**config.mk**
```make
export PLATFORM = sky130hd
export DESIGN_NAME = bpsk_demod
export DESIGN_NICKNAME = d
export VERILOG_FILES = /design/src/rtl/bpsk_pkg.sv /design/src/rtl/sine_lut.sv /design/src/rtl/bpsk_demod.sv
export SDC_FILE = /design/constraint.sdc
export NUM_CORES = 1
export LEC_CHECK = 0
export ABC_AREA = 1
export ABC_CLOCK_PERIOD_IN_PS = 11200
export CAP_MARGIN = 10
export CORE_UTILIZATION = 64
export CTS_BUF_LIST = sky130_fd_sc_hd__clkbuf_4 sky130_fd_sc_hd__clkbuf_8
export CTS_CLUSTER_DIAMETER = 120
export DETAILED_ROUTE_END_ITERATION = 16
export MAX_ROUTING_LAYER = met4
export PLACE_DENSITY_LB_ADDON = 0.08
export SLEW_MARGIN = 20
export SYNTH_ARGS = -nofsm -noshare
export SYNTH_HDL_FRONTEND = slang
export SYNTH_SLANG_ARGS = --single-unit
```
**constraint.sdc**
```tcl
create_clock -name clk -period 11.2 [get_ports clk]
set_input_delay 1.68 -clock clk [delete_from_list [all_inputs] [get_ports clk]]
set_output_delay 1.68 -clock clk [all_outputs]
set_load 0.005 [all_outputs]
```
**src/rtl/bpsk_pkg.sv**
```systemverilog
// Shared BPSK definitions: symbol geometry, datapath widths and the 52-entry sine table.
// Used by both the modulator and the demodulator.
package bpsk_pkg;

    localparam int SYMBOL_LEN = 52;
    localparam int SAMPLE_W   = 8;
    localparam int CORR_W     = 20;
    localparam int IDX_W      = 6;
    localparam int PROD_W     = 2 * SAMPLE_W;

    typedef logic signed [SAMPLE_W-1:0] sample_t;
    typedef logic signed [CORR_W-1:0]   corr_t;
    typedef logic        [IDX_W-1:0]    idx_t;

    // First half-period holds the positive lobe; the second half is its negation.
    function automatic sample_t sine_at(input idx_t i);
        idx_t    h;
        logic    neg;
        sample_t mag;
        neg = (i >= idx_t'(SYMBOL_LEN / 2));
        h   = neg ? i - idx_t'(SYMBOL_LEN / 2) : i;
        case (h)
            6'd0:    mag = 8'sd0;
            6'd1:    mag = 8'sd9;
            6'd2:    mag = 8'sd18;
            6'd3:    mag = 8'sd27;
            6'd4:    mag = 8'sd36;
            6'd5:    mag = 8'sd44;
            6'd6:    mag = 8'sd51;
            6'd7:    mag = 8'sd58;
            6'd8:    mag = 8'sd64;
            6'd9:    mag = 8'sd69;
            6'd10:   mag = 8'sd73;
            6'd11:   mag = 8'sd75;
            6'd12:   mag = 8'sd77;
            6'd13:   mag = 8'sd78;
            6'd14:   mag = 8'sd77;
            6'd15:   mag = 8'sd75;
            6'd16:   mag = 8'sd73;
            6'd17:   mag = 8'sd69;
            6'd18:   mag = 8'sd64;
            6'd19:   mag = 8'sd58;
            6'd20:   mag = 8'sd51;
            6'd21:   mag = 8'sd44;
            6'd22:   mag = 8'sd36;
            6'd23:   mag = 8'sd27;
            6'd24:   mag = 8'sd18;
            6'd25:   mag = 8'sd9;
            default: mag = 8'sd0;
        endcase
        if (i >= idx_t'(SYMBOL_LEN))
            return '0;
        return neg ? -mag : mag;
    endfunction

endpackage

```
**src/rtl/sine_lut.sv**
```systemverilog
// Combinational sine table lookup, 6-bit phase index to signed 8-bit sample.
import bpsk_pkg::*;

module sine_lut (
    input  logic [IDX_W-1:0]           idx,
    output logic signed [SAMPLE_W-1:0] value
);

    assign value = sine_at(idx);

endmodule

```
**src/rtl/bpsk_demod.sv**
```systemverilog
// BPSK demodulator: correlates each 52-sample symbol against the sine table
// and emits one recovered bit per symbol with its correlation and a confidence flag.
module bpsk_demod
    import bpsk_pkg::*;
#(
    parameter int unsigned THRESH = 39113
) (
    input  logic                       clk,
    input  logic                       reset,
    input  logic signed [SAMPLE_W-1:0] sample_in,
    input  logic                       sample_valid,
    input  logic                       resync,
    output logic                       data_out,
    output logic                       data_valid,
    output logic signed [CORR_W-1:0]   corr_out,
    output logic                       low_conf
);

    logic [IDX_W-1:0]           idx;
    logic signed [CORR_W-1:0]   acc;
    logic signed [SAMPLE_W-1:0] lut_val;
    logic signed [PROD_W-1:0]   prod;
    logic signed [CORR_W-1:0]   prod_ext;
    logic signed [CORR_W-1:0]   final_sum;
    logic [CORR_W:0]            mag;
    logic                       is_last;

    sine_lut u_lut (
        .idx   (idx),
        .value (lut_val)
    );

    assign prod      = sample_in * lut_val;
    assign prod_ext  = {{(CORR_W - PROD_W){prod[PROD_W-1]}}, prod};
    assign final_sum = acc + prod_ext;
    assign is_last   = (idx == IDX_W'(SYMBOL_LEN - 1));

    // One extra bit so negating the most negative sum cannot wrap.
    always_comb begin
        mag = {final_sum[CORR_W-1], final_sum};
        if (final_sum[CORR_W-1])
            mag = '0 - {1'b1, final_sum};
    end

    always_ff @(posedge clk or negedge reset) begin
        if (!reset) begin
            idx        <= '0;
            acc        <= '0;
            data_out   <= 1'b0;
            data_valid <= 1'b0;
            corr_out   <= '0;
            low_conf   <= 1'b0;
        end else begin
            data_valid <= 1'b0;
            if (resync) begin
                if (sample_valid) begin
                    acc <= prod_ext;
                    idx <= IDX_W'(1);
                end else begin
                    acc <= '0;
                    idx <= '0;
                end
            end else if (sample_valid) begin
                if (is_last) begin
                    corr_out   <= final_sum;
                    data_out   <= ~final_sum[CORR_W-1];
                    low_conf   <= (mag < (CORR_W + 1)'(THRESH));
                    data_valid <= 1'b1;
                    acc        <= '0;
                    idx        <= '0;
                end else begin
                    acc <= final_sum;
                    idx <= idx + IDX_W'(1);
                end
            end
        end
    end

endmodule

```
==> results of run 1 <==
## per-stage QoR
step                total power [uW]  cell area [um2]
global placement                2030             7890
global route                    2490             8010
floorplan                       1640             7440
finish                          2210             8010
CTS                             2210             8010
detailed placement              2060             7890
## synthesized netlist by cell type (5+ instances only)
library cell    n
nand2_1       356
xor2_1         15
inv_2           6
nand4_1        22
nand3_1        55
inv_1         209
clkbuf_1       11
o21ai_0        31
ha_1           58
nor2_1         93
o211ai_1       14
nand2_2         9
o221ai_1        6
nand3_2         6
a21oi_1        22
nor2_2         17
xnor2_1         6
nor3_1          5
dfrtp_1        49
o22ai_1         5
fa_1           57
a31oi_1         5
nand3b_1        7
## flip-flops by register name, summed over array words and instances, names as in the netlist
signal,cells
data_valid,1
corr_out,20
low_conf,1
data_out,1
idx,6
acc,20
## worst min-delay path: cells and delay by family, from the launching register on
family | cells | cell delay [ns]
AND/OR/NAND/NOR | 2 | 0.11
flip-flops | 1 | 0.35
## final cells by class
class | count | area, um2
timing repair buffer | 35 | 345
tap | 143 | 179
inverter | 219 | 832
sequential | 49 | 1230
clock buffer | 5 | 68.8
multi-input combinational | 823 | 5310
clock inverter | 3 | 43.8
fill | 1012 | 3360
## routing by layer
layer  track usage [%]  wire length (um)  up-vias
met5                 -                 0        -
met4              9.52               402        0
met3              2.61               492       31
met2              54.0              8170      142
met1              36.0              7470     3174
li1                  -                 -     3485
## how the worst max path moves through the flow
| stage | end | cells past startpoint | slack, ns | start |
|---|---|---|---|---|
| after floorplan | low_conf | 52 | 2.71 | idx[2] |
| after global placement | low_conf | 52 | 1.99 | idx[2] |
| after detailed placement | low_conf | 52 | 1.78 | idx[2] |
| after CTS | low_conf | 55 | 1.71 | idx[2] |
| after global routing | low_conf | 52 | 0.76 | idx[2] |
| final | low_conf | 53 | 1.67 | idx[2] |
## cells by family (layout without fill, tap and decap cells)
| group | count (synthesis) | after routing | synth area share, % |
|---|---|---|---|
| flip-flops | 49 | 49 | 16.5 |
| AO/OA/AOI/OAI | 100 | 100 | 8.56 |
| adder cells (fa/ha/maj) | 115 | 115 | 25.1 |
| buffers and inverters | 233 | 262 | 12.1 |
| AND/OR/NAND/NOR | 585 | 585 | 34.7 |
| XOR/XNOR | 23 | 23 | 3.06 |
## report_power, final
part / leakage (uW) / switching, uW / total (uW) / internal, uW
sequential: 0.000644 / 30.5 / 257 / 227
combinational: 0.00369 / 1220 / 1830 / 601
clock: 0.0000585 / 64.2 / 131 / 67.0
==> impl_metrics.py, run 1 <==
metrics = {
    "placement": {
        "dp_cells": 1269,
        "place_congestion": 0.947,
        "place_ws_ns": 1.78,
        "numPortBuffers": 34,
        "place_hpwl_um": 13700,
    },
    "setup_path": {
        "cp_max_fo": 21,
        "cp_num_buf_inv": 9,
        "reg2regPathDepth": 53,
        "r2r-start": "idx[2]",
        "crit_path_top_delay_cell": "fa_1",
        "cp.arrival_ns": 9.78,
        "path_class": "flop to flop",
        "crit_path_start_kind": "flop",
        "path_common_cell": "nand2_1",
        "rrSetupSlack_ns": 1.67,
        "reg2reg_to": "low_conf",
        "required_ns": 11.46,
        "worst_setup_path_end_kind": "flop",
        "cpPeakStageDelay_ns": 0.54,
        "cp_top_family": "adder cells",
    },
    "logic_synthesis": {
        "synth-warning-count": 0,
        "synth_async_sr_flop_share_pct": 100,
        "synth_edf_count": 0,
        "synth_top_area_share_pct": 18.0,
        "synth_top_area_cell": "nand2_1",
        "synth_nets": 1232,
        "ys_ff_latch": 49,
        "syn_inst": 1105,
        "syn-cell-area_um2": 7440,
        "synthFlopType": "dfrtp_1",
        "synth.area.top_cells": "nand2_1 18%, dfrtp_1 16%, fa_1 15%",
        "avgSynthCellArea_um2": 6.73,
        "synthDistinctLibCells": 50,
        "synth.yosys.seq_area_share_pct": 16.5,
    },
    "floorplanning": {
        "initial_core_util_pct": 65.4,
        "die_area_um2": 12100,
        "num_io_pins": 35,
        "chipHeight_um": 110,
        "coreArea_um2": 11400,
        "die_x_um": 110,
        "num_rows": 39,
    },
    "finish": {
        "final_util_pct": 70.4,
        "layout_commonest_cell": "nand2_1",
        "nNetsFinal": 1260,
        "syn2layout_area_growth_pct": 7.65,
        "layout-drive-gt1-share_pct": 6.26,
        "diodes": 0,
        "layout.cells.non_filler": 1277,
        "final_cell_mix": "356 x nand2_1, 209 x inv_1, 93 x nor2_1, 58 x ha_1, 57 x fa_1",
    },
    "grt": {
        "grt_overflow": 0,
        "grt_pass1_vias": 6365,
        "grt_max_degree": 50,
        "antenna_found_initial": 0,
        "grtUsageTotal_pct": 30.3,
        "grt_pass1_wl_um": 28000,
    },
    "clock_network": {
        "cts-root-buf": "clkbuf_8",
        "clk_pin_slew_worst_paths_ns": 0.10,
        "hold_buffers": 0,
        "htreeDepth": 2,
        "cts.repair.resized": 0,
        "clkLatencyLatePin_ns": 0.32,
        "numCtsBuffers": 5,
        "cts_tree": "done",
        "post-cts-setup-buffers": 0,
        "clock_path_buffers": 2,
        "numClockSinks": 49,
    },
    "sta": {
        "whs_ns": 0.494,
        "grt_setup_unrepaired": "false",
        "tightest_slew_ns": 0.967,
        "skew_ns": 0.00863,
        "slew_headroom_pct": 35.5,
        "setup_slack_ns": 1.67,
        "slew_violations": 0,
        "finalSetupViolations": 0,
        "min_period_over_period_pct": 85.0,
        "fmax_ghz": 0.105,
        "tns_ns": 0,
        "period_minus_slack_ns": 9.53,
        "finalHoldViolCount": 0,
    },
    "power_and_ir_drop": {
        "p_leak_uw": 0.00439,
        "ir_drop_mv": 0.243,
        "power.density_nw_per_um2": 276,
    },
    "worst_hold_path": {
        "hold_path_class": "flop to flop",
        "min_to": "corr_out[19]",
        "hp-start": "corr_out[19]",
        "holdPathStages": 2,
    },
    "route": {
        "drc": 0,
        "viasPerCell": 5.35,
        "first_pass_iters": 5,
        "wl_per_cell_um": 13.0,
        "finalWirelength_um": 16500,
        "drt_iter0_drc": 361,
        "via_count": 6832,
        "ant_nets": 0,
    },
    "flow_run": {
        "max_cap_violations": 0,
    },
    "status": {
        "status": "complete, no violations",
    },
}
Note: power is estimated with default switching activity, not from simulation.
==> inputs of run 2 (changes only) <==
- SETUP_SLACK_MARGIN: unset -> 0.1
==> results of run 2 <==
Same layout as run 1: the final DEF is identical, and so are final timing and power.
==> inputs of run 3 (changes only) <==
- ABC_AREA: 1 -> unset
- PLACE_DENSITY: unset -> 0.94
- PLACE_DENSITY_LB_ADDON: 0.08 -> unset
==> run 3 against run 2 <==
Net effect: sequential share of layout area is 1.1 points higher; die area shrank 6.3%; worst setup slack got worse by 0.90 ns; clock power down 15%; global-route usage is 0.81 points higher; largest power group unchanged; total power down 7.1%; count of clock-buffer cells in the layout rose by 3; combinational power is 6% lower; maximum frequency shrank 8.7%.
==> impl_metrics.py, run 3 <==
metrics = {
    "status": {
        "status": "complete, no violations",
    },
    "logic_synthesis": {
        "synth_top_area_share_pct": 17.6,
        "syn_inst": 814,
        "synth_nets": 941,
        "synthDistinctLibCells": 92,
        "synth_async_sr_flop_share_pct": 100,
        "synth_edf_count": 0,
        "synth.area.top_cells": "dfrtp_1 18%, fa_1 16%, ha_1 10%",
        "post-synth-top-count-cell": "inv_1",
        "syn-cell-area_um2": 6960,
        "synthFlopType": "dfrtp_1",
        "avgSynthCellArea_um2": 8.56,
        "synth.yosys.seq_area_share_pct": 17.6,
        "ys_ff_latch": 49,
        "synth_common_cells": "101 x inv_1, 74 x nor2_1, 72 x nand2_1",
        "synth_top_area_cell": "dfrtp_1",
        "synth-warning-count": 0,
    },
    "sta": {
        "grt_setup_unrepaired": "false",
        "tightest_slew_ns": 1.16,
        "finalSetupViolations": 0,
        "finalHoldViolCount": 0,
        "tns_ns": 0,
        "period_minus_slack_ns": 10.43,
        "fmax_ghz": 0.0959,
        "skew_ns": 0.0114,
        "min_period_over_period_pct": 93.1,
        "slew_headroom_pct": 22.1,
        "slew_violations": 0,
    },
    "clock_network": {
        "clock_path_buffers": 2,
        "htreeDepth": 2,
        "cts_tree": "done",
        "numClockSinks": 49,
        "clk_pin_slew_worst_paths_ns": 0.09,
        "numCtsBuffers": 5,
        "clkLatencyLatePin_ns": 0.31,
        "cts-root-buf": "clkbuf_8",
    },
    "route": {
        "drc": 0,
        "ant_nets": 0,
        "drt_iter0_drc": 485,
        "first_pass_iters": 5,
        "wl_per_cell_um": 16.9,
        "finalWirelength_um": 16400,
        "via_count": 6163,
        "viasPerCell": 6.33,
    },
    "worst_hold_path": {
        "min_to": "corr_out[4]",
        "hold_path_class": "flop to flop",
        "holdPathStages": 2,
        "hp-start": "corr_out[4]",
    },
    "grt": {
        "antenna_found_initial": 0,
        "grt_overflow": 0,
        "grtUsageTotal_pct": 31.1,
        "grt_pass1_vias": 6029,
        "grt_max_degree": 50,
        "grt_pass1_wl_um": 27600,
    },
    "finish": {
        "diodes": 0,
        "layout-drive-gt1-share_pct": 8.83,
        "final_cell_mix": "101 x inv_1, 74 x nor2_1, 72 x nand2_1, 58 x ha_1, 57 x fa_1",
        "layout_commonest_cell": "inv_1",
        "final_util_pct": 71.8,
        "nNetsFinal": 964,
        "post-route-cell-area_um2": 7480,
        "syn2layout_area_growth_pct": 7.42,
        "layout.cells.non_filler": 974,
        "reg.largest.list": "acc: 20 flops, corr_out: 20 flops, idx: 6 flops",
    },
    "setup_path": {
        "cpPeakStageDelay_ns": 0.56,
        "cp.arrival_ns": 10.67,
        "rrSetupSlack_ns": 0.77,
        "crit_path_top_delay_cell": "fa_1",
        "required_ns": 11.44,
        "r2r-start": "idx[2]",
        "reg2regPathDepth": 43,
        "path_class": "flop to flop",
        "worst_setup_path_end_kind": "flop",
        "crit_path_start_kind": "flop",
        "cp_max_fo": 11,
        "reg2reg_to": "low_conf",
    },
    "placement": {
        "numPortBuffers": 34,
        "place_hpwl_um": 12800,
        "placed_cell_area_um2": 7330,
        "place_congestion": 0.970,
        "dp_cells": 960,
    },
    "floorplanning": {
        "die_x_um": 106,
        "chipHeight_um": 106,
        "initial_core_util_pct": 66.9,
        "num_rows": 37,
        "die_area_um2": 11300,
        "coreArea_um2": 10400,
        "num_io_pins": 35,
    },
    "flow_run": {
        "max_cap_violations": 0,
    },
    "power_and_ir_drop": {
        "power.density_nw_per_um2": 275,
        "p_leak_uw": 0.00347,
        "ir_drop_mv": 0.190,
    },
}
==> run 3: cell count changes in the layout (fill, tap and decap cells not counted), moves of 11 or more <==
cell / delta
a22oi_1: +16
nor2_2: -17
o21ai_0: +22
xnor2_1: +19
a21oi_1: +16
inv_1: -108
nand2_1: -284
and2_1: +21
nor3_1: +11
nor2_1: -19
nand4_1: -13
nand3_1: -38
==> run 3: final cells by class <==
cell class	instances	area (um2)
clock buffer	8	91.3
fill	740	2940
inverter	103	387
multi-input combinational	637	5220
sequential	49	1230
tap	136	170
timing repair buffer	41	390
==> run 3: logic make-up (layout without fill, tap and decap cells) <==
logic type | after synthesis | count (layout) | share of synthesized area [%]
AOI/OAI and AO/OA | 198 | 198 | 20.2
xor gates and xnor gates | 47 | 47 | 6.81
adders and majority gates | 115 | 115 | 26.8
buffers and inverters | 128 | 152 | 7.62
DFF | 49 | 49 | 17.6
muxes | 16 | 16 | 2.48
and+or+nand+nor | 261 | 261 | 18.5
==> run 3: timing repair <==
item,4_1_cts,5_1_grt
setup endpoints to repair,0,1
resized for setup,0,2
setup buffers,0,6
hold buffers,0,0
==> run 3: how the worst max path moves through the flow <==
stage / from / slack (ns) / cells after the start / to
after floorplan: idx[2] / 1.74 / 43 / low_conf
after global placement: idx[2] / 1.20 / 43 / low_conf
after detailed placement: idx[2] / 0.64 / 43 / low_conf
after CTS: idx[2] / 0.58 / 43 / low_conf
after global routing: idx[2] / 0.11 / 44 / low_conf
final: idx[2] / 0.77 / 43 / low_conf
==> run 3: power breakdown <==
group	internal, uW	switching [uW]	leakage [uW]
registers	206	21.4	0.000660
clock network	51.9	60.2	0.0000498
logic	671	1050	0.00276
==> run 3: layer usage <==
layer / global-route usage (%) / wire length, um
met1: 39.1 / 6690
met2: 51.3 / 8210
met3: 4.11 / 959
met4: 11.5 / 561
met5: - / 0
==> run 3: worst max-delay path: cells and delay by family, from the launching register on <==
kind            cells  cell delay (ns)
xor+xnor            3             0.53
simple gates       10             2.40
fa+ha+maj           9             3.47
buf+inv             6             0.66
compound gates     15             2.77
flops               1             0.50
==> run 3: through the flow <==
stage	total power (uW)	setup WS, ns	hold WS, ns
after detailed placement	1840	0.638	0.470
after global routing	2230	0.111	0.514
after global placement	1780	1.20	0.461
final	2060	0.772	0.481
after floorplan	1540	1.74	0.473
after CTS	1970	0.580	0.490
==> RTL edit 1, RTL diff (flow settings as in run 2) <==
Register the inputs `sample_in`, `sample_valid` and `resync` before use, cleared by the reset. The logic sees them one clock later.
--- a/src/rtl/bpsk_demod.sv
+++ b/src/rtl/bpsk_demod.sv
@@ -17,4 +17,20 @@
 );
 
+    logic signed [SAMPLE_W-1:0] sample_q;
+    logic sample_valid_q;
+    logic resync_q;
+
+    always_ff @(posedge clk or negedge reset) begin
+        if (!reset) begin
+            sample_q       <= '0;
+            sample_valid_q <= '0;
+            resync_q       <= '0;
+        end else begin
+            sample_q       <= sample_in;
+            sample_valid_q <= sample_valid;
+            resync_q       <= resync;
+        end
+    end
+
     logic [IDX_W-1:0]           idx;
     logic signed [CORR_W-1:0]   acc;
@@ -31,5 +47,5 @@
     );
 
-    assign prod      = sample_in * lut_val;
+    assign prod      = sample_q * lut_val;
     assign prod_ext  = {{(CORR_W - PROD_W){prod[PROD_W-1]}}, prod};
     assign final_sum = acc + prod_ext;
@@ -53,6 +69,6 @@
         end else begin
             data_valid <= 1'b0;
-            if (resync) begin
-                if (sample_valid) begin
+            if (resync_q) begin
+                if (sample_valid_q) begin
                     acc <= prod_ext;
                     idx <= IDX_W'(1);
@@ -61,5 +77,5 @@
                     idx <= '0;
                 end
-            end else if (sample_valid) begin
+            end else if (sample_valid_q) begin
                 if (is_last) begin
                     corr_out   <= final_sum;
Function: no difference found for any inputs over 10 cycles, from zero or initial values and one cycle with reset low; that may be too few to reach the edited logic, so the function may still have changed.
==> RTL edit 1 against run 2 <==
  * Critical endpoint unchanged
  * Sequential cell count grew 10
  * Synthesized area shrank 0.45%
  * First-iteration DRC count grew 32%
  * Maximum frequency shrank 3.2%
  * Power shrank 8.8%
  * Routed wire length grew 4.1%
  * Design area grew 0.42%
  * Setup slack lost 0.32 ns
  * Core utilization grew 2.2 points
  * Die area shrank 0.45%
  * Clock skew grew 0.0047 ns
  * Sequential power grew 6%
==> RTL edit 1: results <==
[run_status]
status = complete, no violations

[placed_design]
place.gp.congestion = 0.965
place.port_buffers = 34
place_hpwl_um = 13900

[cells_and_area]
stdcell_count = 1246
layout-drive-gt1-share = 0.0506
top_regs = acc x20, corr_out x20, sample_q x8
nFillCells = 923
diodes = 0

[routing]
first_pass_iters = 5
drt-initial-drc-count = 476
routed_wirelength_um = 17200
vias_per_cell = 5.37

[clock_network]
cts.path.max_buffers = 2
h-tree-depth = 3
root_buffer = clkbuf_8
numCtsBuffers = 9
insertion_delay_ns = 0.38
ctsResizeCount = 0
cts_setup_buffers = 0
clk_pin_slew_ns = 0.08

[sta]
tns_ns = 0
holdWs_ns = 0.487
max_slew_margin = 0.373
fin_skew_ns = 0.0133

[grt]
antenna_found_initial = 0
grt_pass1_wl_um = 29300
grt_pass1_vias = 6286
grt_max_degree = 60
grt_usage = 0.329

[synth]
synth-main-ff-cell = dfrtp_1
yosys-top-cells-count = 303 x nand2_1, 204 x inv_1, 111 x nor2_1
ys_seq_area_frac = 0.199
netlist-cell-type-count = 43
async_flop_share = 1.00
ys_warn_count = 0
avgSynthCellArea_um2 = 6.94
synth_area_leaders = dfrtp_1 20%, fa_1 15%, nand2_1 15%

[worst_setup_path]
cp_max_fo = 22
worst_path_max_delay_cell = dfrtp_1
ff2ff_setup_slack_ns = 1.36
slowest_delay_ns = 0.56

[power_and_ir_drop]
irDropWorstVdd_uv = 218
p_leak_nw = 4.35

[min_path]
hold_path_class = reg2reg
RTL edit 1: changes by cell type after synthesis, sizes merged, moves of 8 or more:
cell	before	now
dfrtp	49	59
nand4	24	16
o21ai	38	52
a21oi	23	32
nand2	366	308
o211ai	15	7
RTL edit 1: cell type report:
type / instances / area share
Inverter: 215 / 0.100
Clock buffer: 9 / 0.0154
Clock inverter: 7 / 0.00685
Timing Repair Buffer: 36 / 0.0436
Tap cell: 140 / 0.0218
Multi-Input combinational cell: 780 / 0.628
Sequential cell: 59 / 0.184
RTL edit 1: path summary, 6_finish.rpt:
path / startpoint / endpoint / cells after the start
setup / recovery: idx[2]$_DFFE_PN0P_ / low_conf$_DFFE_PN0P_ / 52
hold / removal: corr_out[19]$_DFFE_PN0P_ / corr_out[19]$_DFFE_PN0P_ / 2
setup reg to reg: idx[2]$_DFFE_PN0P_ / low_conf$_DFFE_PN0P_ / 52
hold reg to reg: corr_out[19]$_DFFE_PN0P_ / corr_out[19]$_DFFE_PN0P_ / 2
max in group asynchronous: reset / corr_out[7]$_DFFE_PN0P_ / 2
min in group asynchronous: reset / sample_q[0]$_DFF_PN0_ / 2
RTL edit 1: metrics by stage:
stage	cell area, µm²	util	setup WS (ns)
2_1_floorplan	7400	-	2.98
3_3_place_gp	7860	0.710	1.78
3_5_place_dp	7860	0.710	1.52
4_1_cts	8040	0.726	1.48
5_1_grt	8040	0.726	0.486
6_report	8040	0.726	1.36
RTL edit 1: report_power, final:
group	switching, mW	internal (mW)
Combinational	1.06	0.502
Sequential	0.0251	0.248
Clock	0.106	0.0810
Total	1.19	0.830
RTL edit 1: routing by layer:
layer	share of wire	track usage	wire length, µm	up-vias
li1	-	-	-	3378
met2	0.45	0.499	7710	193
met4	0.017	0.0886	288	0
met5	0	-	0	-
met1	0.47	0.447	8110	3096
met3	0.064	0.0711	1100	27
RTL edit 1: logic make-up (layout without fill, tap and decap cells):
logic type | count (synthesis) | after routing | share of synthesized area
simple gates | 521 | 521 | 0.301
buf+inv | 228 | 267 | 0.118
fa+ha+maj | 115 | 115 | 0.252
compound gates | 113 | 113 | 0.0902
flops | 59 | 59 | 0.199
xor+xnor | 31 | 31 | 0.0387
RTL edit 1: worst max-delay path: cells and delay by family, from the launching register on:
kind | cells | cell delay [ns]
flip-flops | 1 | 0.56
buffers and inverters | 7 | 0.61
AO/OA/AOI/OAI | 11 | 1.60
XOR/XNOR | 3 | 0.86
adder cells (fa/ha/maj) | 9 | 3.50
AND/OR/NAND/NOR | 22 | 2.53
==> RTL edit 2, RTL diff (flow settings as in run 2) <==
Made on the original files. Set the package constant `CORR_W` to 16 (it was 20).
--- a/src/rtl/bpsk_pkg.sv
+++ b/src/rtl/bpsk_pkg.sv
@@ -5,5 +5,5 @@
     localparam int SYMBOL_LEN = 52;
     localparam int SAMPLE_W   = 8;
-    localparam int CORR_W     = 20;
+    localparam int CORR_W     = 16;
     localparam int IDX_W      = 6;
     localparam int PROD_W     = 2 * SAMPLE_W;
Interface: changed (resized corr_out); port bits go from 35 to 31. The function was not compared with the original's and may differ.
==> RTL edit 2 against run 2 <==
  * Design area down 17%
  * Sequential cell count down 8
  * Routed wire length down 9.9%
  * Count of clock-buffer cells in the layout up 1
  * Clock skew down 0.00068 ns
  * Synthesized area down 17%
  * Power down 32%
  * Setup slack better by 0.77 ns
==> RTL edit 2: results <==
[grt]
grt_pass1_wl_um = 25700

[power_and_ir_drop]
irDropWorstVdd_uv = 324
p_leak_nw = 3.60

[synth]
yosys-top-cells-count = 213 x nand2_1, 173 x inv_1, 83 x nor2_1
ys_seq_area_frac = 0.167
synth_area_leaders = fa_1 19%, dfrtp_1 17%, nand2_1 13%
syn_nets = 993
synthCells = 871
synth-compound-area-share = 0.0819
synth_xor_area_frac = 0.0285
synth_fa_ha_area_frac = 0.293

[sta]
max_slew_margin = 0.411
fin_skew_ns = 0.00795

[worst_setup_path]
cp_max_fo = 17
worst_path_max_delay_cell = o211ai_1

[placed_design]
place_ws_ns = 2.49
place_hpwl_um = 12400
place.port_buffers = 30
place.gp.congestion = 0.987

[routing]
drt-initial-drc-count = 277
routed_wirelength_um = 14900
route.vias.total = 5747

[clock_network]
insertion_delay_ns = 0.30
root_buffer = clkbuf_8

[cells_and_area]
top_regs = acc x16, corr_out x16, idx x6
stdcell_count = 1029
layout-drive-gt1-share = 0.0489

[run_status]
status = complete, no violations
RTL edit 2: cells by family (layout without fill, tap and decap cells):
group,after synthesis,after routing
flip-flops,41,41
XOR/XNOR,20,20
buffers and inverters,193,222
AND/OR/NAND/NOR,425,425
AO/OA/AOI/OAI,82,82
adder cells (fa/ha/maj),110,110
RTL edit 2: layout make-up:
cell class	instances	area, µm²
clock inverter	2	38.8
multi-input combinational	637	4390
inverter	184	694
timing repair buffer	30	295
sequential	41	1030
fill	758	2600
tap	129	161
clock buffer	6	76.3
RTL edit 2: report_power, final:
group	leakage (nW)	internal (mW)	switching, mW
Combinational	3.00	0.386	0.789
Sequential	0.540	0.184	0.0235
Clock	0.0588	0.0694	0.0548
RTL edit 2: per-stage QoR:
stage | total power [mW] | instance area, µm² | util | hold WS [ns]
after floorplan | 1.04 | 6150 | - | 0.472
after global placement | 1.33 | 6570 | 0.707 | 0.469
after detailed placement | 1.35 | 6570 | 0.707 | 0.474
after CTS | 1.49 | 6680 | 0.720 | 0.497
after global routing | 1.66 | 6680 | 0.720 | 0.516
final | 1.51 | 6680 | 0.720 | 0.491
RTL edit 2: critical path, delay by kind of cell (launching register included):
family                     cells  cell delay, ns
DFF                            1            0.45
buffers and inverters         11            0.76
AOI/OAI and AO/OA              6            1.25
and+or+nand+nor               27            2.55
adders and majority gates      9            3.48
xor gates and xnor gates       1            0.19
RTL edit 2: layer usage:
layer / routed length, µm / up-vias / GRT usage
li1: - / 2808 / -
met1: 6320 / 2709 / 0.407
met2: 7490 / 200 / 0.569
met3: 650 / 30 / 0.0265
met4: 437 / 0 / 0.125
met5: 0 / - / -
RTL edit 2: path summary, 6_finish.rpt:
kind                                          startpoint                  endpoint  slack, ns  depth (start not counted)
worst max-delay path                  idx[2]$_DFFE_PN0P_      low_conf$_DFFE_PN0P_       2.44                         54
max in group asynchronous                          reset       acc[11]$_DFFE_PN0P_       9.14                          1
worst min-delay path            corr_out[15]$_DFFE_PN0P_  corr_out[15]$_DFFE_PN0P_       0.49                          2
min in group asynchronous                          reset      low_conf$_DFFE_PN0P_       1.50                          1
worst max register to register        idx[2]$_DFFE_PN0P_      low_conf$_DFFE_PN0P_       2.44                         54
worst min register to register  corr_out[15]$_DFFE_PN0P_  corr_out[15]$_DFFE_PN0P_       0.49                          2
